$ cat config.mk
export PLATFORM = sky130hd
export DESIGN_NAME = fib_seq_ctrl
export DESIGN_NICKNAME = d
export VERILOG_FILES = /design/src/rtl/fib_seq_ctrl.sv
export SDC_FILE = /design/constraint.sdc
export NUM_CORES = 1
export LEC_CHECK = 0
export BUFFER_PORTS_ARGS = -buffer_cell sky130_fd_sc_hd__buf_2
export CAP_MARGIN = 20
export CELL_PAD_IN_SITES_DETAIL_PLACEMENT = 1
export CELL_PAD_IN_SITES_GLOBAL_PLACEMENT = 2
export CORE_AREA = 2 2 78 80
export CTS_CLUSTER_SIZE = 14
export DETAILED_ROUTE_END_ITERATION = 6
export DIE_AREA = 0 0 80 82
export HOLD_SLACK_MARGIN = 0.08
export PLACE_DENSITY = 0.86
export SYNTH_ARGS = -nofsm -noshare
export SYNTH_HDL_FRONTEND = slang
export SYNTH_SLANG_ARGS = --single-unit
$ cat constraint.sdc
create_clock -name clk -period 1.63 [get_ports clk]
set_input_delay 0.326 -clock clk [delete_from_list [all_inputs] [get_ports clk]]
set_output_delay 0.326 -clock clk [all_outputs]
set_load 0.05 [all_outputs]
$ cat src/rtl/fib_seq_ctrl.sv
// Clear/load/run sequencer for the Fibonacci calc datapath with a start/done handshake.
// Optional wrap detection is enabled by defining FIB_SEQ_CTRL_OVF_EN.
module fib_seq_ctrl #(
    parameter int W  = 20,
    parameter int NW = 6
) (
    input  logic          clk,
    input  logic          rst_n,
    input  logic          start,
    input  logic [NW-1:0] n,
    output logic          ready,
    output logic          busy,
    output logic          done,
    output logic [W-1:0]  value,
    output logic          ovf,
    output logic          dp_mux,
    output logic          dp_en,
    output logic          dp_rst_ctl,
    input  logic [W-1:0]  dp_result
);

    typedef enum logic [2:0] {
        S_IDLE,
        S_CLEAR,
        S_LOAD,
        S_RUN,
        S_CAP
    } state_t;

    localparam logic [NW-1:0] ONE = NW'(1);

    state_t        r_state;
    state_t        w_state_nxt;
    logic [NW-1:0] r_n;
    logic [NW-1:0] r_cnt;
    logic [W-1:0]  r_value;
    logic          r_done;
    logic          r_mux;
    logic          r_en;
    logic          r_rst_ctl;
    logic          w_accept;
    logic          w_wrap;
    logic          w_mux_nxt;
    logic          w_en_nxt;
    logic          w_rst_ctl_nxt;

`ifdef FIB_SEQ_CTRL_OVF_EN
    logic [W-1:0]  r_prev;
    logic          r_ovf;
`endif

    assign w_accept = (r_state == S_IDLE) && start;

    always_comb begin
        w_state_nxt = r_state;
        w_wrap      = 1'b0;
        case (r_state)
            S_IDLE:  if (start) w_state_nxt = S_CLEAR;
            S_CLEAR: w_state_nxt = (r_n == '0) ? S_CAP : S_LOAD;
            S_LOAD:  w_state_nxt = (r_n == ONE) ? S_CAP : S_RUN;
            S_RUN:   w_state_nxt = (r_cnt == ONE) ? S_CAP : S_RUN;
            S_CAP:   w_state_nxt = S_IDLE;
            default: w_state_nxt = S_IDLE;
        endcase
`ifdef FIB_SEQ_CTRL_OVF_EN
        // A shrinking result means the sum wrapped; abort straight back to IDLE.
        if (((r_state == S_RUN) || (r_state == S_CAP)) && (dp_result < r_prev)) begin
            w_wrap      = 1'b1;
            w_state_nxt = S_IDLE;
        end
`endif
        // Controls are decoded from the next state so each flop mirrors the state it enters.
        w_rst_ctl_nxt = (w_state_nxt == S_CLEAR);
        w_mux_nxt     = (w_state_nxt == S_LOAD);
        w_en_nxt      = (w_state_nxt == S_LOAD) || (w_state_nxt == S_RUN);
    end

    always_ff @(posedge clk or negedge rst_n) begin
        if (!rst_n) begin
            r_state   <= S_IDLE;
            r_n       <= '0;
            r_cnt     <= '0;
            r_value   <= '0;
            r_done    <= 1'b0;
            r_mux     <= 1'b0;
            r_en      <= 1'b0;
            r_rst_ctl <= 1'b0;
        end else begin
            r_state   <= w_state_nxt;
            r_mux     <= w_mux_nxt;
            r_en      <= w_en_nxt;
            r_rst_ctl <= w_rst_ctl_nxt;
            r_done    <= 1'b0;
            if (w_accept) begin
                r_n <= n;
            end
            if (r_state == S_LOAD) begin
                r_cnt <= r_n - ONE;
            end else if (r_state == S_RUN) begin
                r_cnt <= r_cnt - ONE;
            end
            if (w_wrap) begin
                r_value <= '1;
                r_done  <= 1'b1;
            end else if (r_state == S_CAP) begin
                r_value <= dp_result;
                r_done  <= 1'b1;
            end
        end
    end

`ifdef FIB_SEQ_CTRL_OVF_EN
    always_ff @(posedge clk or negedge rst_n) begin
        if (!rst_n) begin
            r_prev <= '0;
            r_ovf  <= 1'b0;
        end else begin
            // prev restarts at zero per request so a stale history cannot fake a wrap.
            if (w_accept) begin
                r_prev <= '0;
                r_ovf  <= 1'b0;
            end else if ((r_state == S_LOAD) || (r_state == S_RUN)) begin
                r_prev <= dp_result;
            end
            if (w_wrap) begin
                r_ovf <= 1'b1;
            end
        end
    end

    assign ovf = r_ovf;
`else
    assign ovf = 1'b0;
`endif

    assign ready      = (r_state == S_IDLE);
    assign busy       = ~ready;
    assign done       = r_done;
    assign value      = r_value;
    assign dp_mux     = r_mux;
    assign dp_en      = r_en;
    assign dp_rst_ctl = r_rst_ctl;

endmodule

* Word-level counts from Yosys, hierarchy flattened
Cells that the tools add are included.
** Operators by class
- $add $sub $neg :: 2
- Equality and inequality tests :: 9
- Mux-type cells :: 8
- Bitwise gates (word level) :: 1
- Reductions and logical operators :: 5
** Operator list (number)
- $eq A3 B2 Y1 const B :: 4
- $eq A6 B1 Y1 const B :: 2
- $mux W3 :: 4
- $mux W6 :: 2
- $pmux W3 S4 :: 1
- $sub A6 B1 Y6 const B :: 2
- $eq A3 B1 Y1 const B :: 2
- $logic_not A6 Y1 :: 1
- $eq A3 B3 Y1 const B :: 1
- $logic_not A3 Y1 :: 1
- $reduce_bool A2 Y1 :: 1
- $logic_and A1 B1 Y1 :: 1
- $logic_or A1 B1 Y1 :: 1
- $mux W1 :: 1
- $not A1 Y1 :: 1
** Word-level totals
- Flip-flop bits (word level) :: 39
- Input bits :: 29
- Output and inout port bits :: 27
- Word-level logic and storage cells :: 33

* Longest topological paths before layout
- Depth after elaboration :: 5
- Depth in mapped cells :: 6
- Gate-level depth less buffers :: 6

* Least setup slack after synthesis
OpenSTA, ideal clock, no wires.
- Path type :: register -> register
- Start :: reg r_state[1]
- End :: reg r_n[2]
- Library setup time :: 0.125 ns
- Arrival time :: 1.879 ns
- Data required time :: 1.505 ns
- Setup slack :: -0.375 ns
- Cell stages (with the launch flop) :: 5
- Buffers on the path :: 1
- Clock period less this slack :: 2.005 ns
- Cell sequence :: dfrtp_1 -> nor3_2 -> and2_4 -> buf_6 -> mux2_4
** On the way
- Longest elaborated chain between the ends :: 2
** RTL lines
- start: declaration :: RTL line 32 : state_t r_state;
- start signal: assignment :: RTL line 89 : r_state <= w_state_nxt;
- $logic_not A3 Y1
- via ready :: RTL line 11 : output logic ready,
- $logic_and A1 B1 Y1 :: RTL line 52 : assign w_accept = (r_state == S_IDLE) && start;
- end signal: assignment :: RTL line 95 : r_n <= n;
- end: declaration :: RTL line 34 : logic [NW-1:0] r_n;
The timed path passes the listed nets, and every way through them passes these cells.
A chain may end at the register's enable or synchronous reset.

* Final worst setup path
- Start :: reg r_state[0]
- End :: out ready
** On the way
- Longest elaborated chain between the ends :: 1
** RTL lines
- $logic_not A3 Y1 :: RTL line 136 : assign ready = (r_state == S_IDLE);
- end: declaration :: RTL line 11
No other way between the ends.

==> metrics.cfg <==
[outcome]
status=finished clean

[global_routing]
grt_pass1_wl_mm=6.189
antenna_found_initial=0
top_usage_layer=met2
grt.total_usage_pct=12.28
first_global_vias=1255
gr-total-overflow=0
use_met1_pct=15.61
grt_use_met3_pct=4.176
grt_max_degree=28
grtUsageMet2_pct=20.17

[sta]
max_freq_mhz=646.3
tightestPinTransition_ns=0.6020
rsz0062_at_grt=false
finalCritPeriodShare_pct=94.92
finalMaxSlewViolations=0
period_minus_slack_ns=1.547
maxSlewHeadroom_pct=59.87
fin_skew_ns=0.005357
final-setup-viol-count=0
whs_ns=0.2420
hold_violations=0
setup_tns_ns=0

[routing]
ant_nets=0
drc=0
first_pass_iters=4
wl_mm=3.806
via_per_inst=4.670
vias=1275
wire_per_inst_um=13.94
drt_first_iter_violations=23

[synth]
yosysUniqueCellTypes=38
synth_fp_nets=167
ys_warn_count=0
syn_inst=133
synth.largest_area_cell=dfrtp_1
synth_edf_count=0
netlist_top_cells_count=dfrtp_1, mux2_2, o21ai_0
synth_flop_cell=dfrtp_1
synth.most_common_cell=dfrtp_1
synth_area_um2=1808
async_reset_ff_share_pct=100.0
yosys_register_bits=39
synth_top_area_share_pct=53.98
ys_seq_area_share_pct=53.98
syn_avg_cell_area_um2=13.59
synth_top_cells_by_area=dfrtp_1, mux2_2, ha_1

[floorplan]
ios=56
fp.dieW_um=80
start_util_pct=31.47
num_rows=28
die_area_um2=6560
core_area_um2=5746
die_h_um=82

[critical_path]
required_ns=1.30
max_stage_delay_ns=0.46
cp-end-kind=output pin
critPathLaunchType=flop
crit_family=flip-flops
worst-path-buf-inv=1
worstPathArrival_ns=1.22
cp_max_fo=3
cpMaxStageDelayCell=dfrtp_2
worst-setup-path-type=flop to output pin
path_cells=nor3_4 > clkbuf_4

[power]
powerDensity_nw_per_um2=2281
p_total_mw=5.297
vdd_drop_max_mv=0.8220
p_leak_nw=1.059

[placed_design]
place_congestion=0.8176
placed_cells=262
hpwl_mm=2.878
port_buffers=54

[finish]
drive_above_1_share_pct=52.53
antenna_cells=0
fin_nets=231
area_growth_pct=28.44
fin_cells=273

[clocking]
cts_tree=built
cts_buffer_depth=2
path_clk_slew_ns=0.08
cts.htree.levels=2
clock_latency_ns=0.29
cts.sinks=39
clock_tree.root_cell=clkbuf_8
cts-buffers-inserted=5

[min_path]
hold_path.class=primary input to flop

[flow_run]
drv_cap=0

-- placed cells by master, fill, tap and decap left out, drive strengths merged --
cell	count
dlygate4sd3	1
a32o	1
dfrtp	39
nand4b	2
bufinv	1
mux2	24
inv	6
o211ai	1
ha	5
clkbuf	8
nor2b	1
o311ai	1
nand2	6
o31a	1
a31oi	1
nor3	2
mux2i	1
o22ai	3
buf	61
nor3b	4
a2111oi	1
o21bai	3
a22o	2
nor4	2
nand2b	1
nand4	1
or3	2
a21oi	2
conb	1
o21ai	7
nor2	1
xnor2	4
and2	2
-- worst min-delay path: stages --
cell	delay [ns]
buf_2	0.08
nand2_1	0.04
o21ai_0	0.06
-- layer usage --
layer  routed length, um  part of all wire [%]
met2                1816                    48
met1                1690                    44
met4                  33                  0.87
met5                   0                     0
met3                 266                   7.0
-- cell families (layout without fill, tap and decap cells) --
| group | count (synthesis) | in the layout | share of synthesized area (%) |
|---|---|---|---|
| XOR/XNOR | 4 | 4 | 1.938 |
| other | 1 | 1 | 0.2074 |
| adder cells (fa/ha/maj) | 5 | 5 | 3.460 |
| AND/OR/NAND/NOR | 24 | 24 | 10.17 |
| buffers and inverters | 12 | 77 | 4.083 |
| flip-flops | 39 | 39 | 53.98 |
| AO/OA/AOI/OAI | 23 | 23 | 9.828 |
| multiplexers | 25 | 25 | 16.33 |
-- final cells by class --
type	count	area [um^2]
fill	644	3423
sequential	39	979.7
multi-input combinational	82	764.5
timing repair buffer	63	355.3
tap	75	93.84
clock buffer	7	76.32
clock inverter	1	30.03
inverter	6	22.52
-- power breakdown --
group / switching (mW) / leakage, nW / total (mW) / internal [mW]
Clock: 0.329 / 0.0524 / 0.787 / 0.458
Sequential: 0.394 / 0.461 / 1.82 / 1.42
Combinational: 1.74 / 0.546 / 2.69 / 0.952
-- state kept, by name, summed over array words and instances (netlist names) --
| register | cells |
|---|---|
| dp_mux | 1 |
| dp_rst_ctl | 1 |
| r_n | 6 |
| done | 1 |
| r_state | 3 |
| r_cnt | 6 |
| dp_en | 1 |
| value | 20 |
-- through the flow --
step	utilization (%)	area, um^2	setup WS, ns
finish	40.42	2322	0.08275
global route	40.42	2322	0.002630
CTS	40.09	2303	0.01237
detailed placement	38.07	2187	0.1191
global placement	38.07	2187	0.1929
floorplan	-	1817	-0.1282
-- path summary, 6_finish.rpt --
| path | endpoint | start | slack (ns) | depth (start not counted) |
|---|---|---|---|---|
| hold reg to reg | value[11] | value[11] | 0.50 | 1 |
| min in group asynchronous | r_cnt[5] | rst_n | 0.58 | 2 |
| hold / removal | r_n[1] | n[1] | 0.24 | 3 |
| max in group asynchronous | value[4] | rst_n | 0.50 | 3 |
| setup reg to reg | r_cnt[4] | r_n[0] | 0.11 | 6 |
| setup / recovery | ready | r_state[0] | 0.08 | 2 |
-- what timing repair did --
item                       in CTS  in global routing
hold buffers                    1                  0
buffers inserted                0                  2
resized for setup               0                  2
hold endpoints to repair       25                  0
setup endpoints to repair       0                  2
Note: power is estimated with default switching activity, not from simulation.
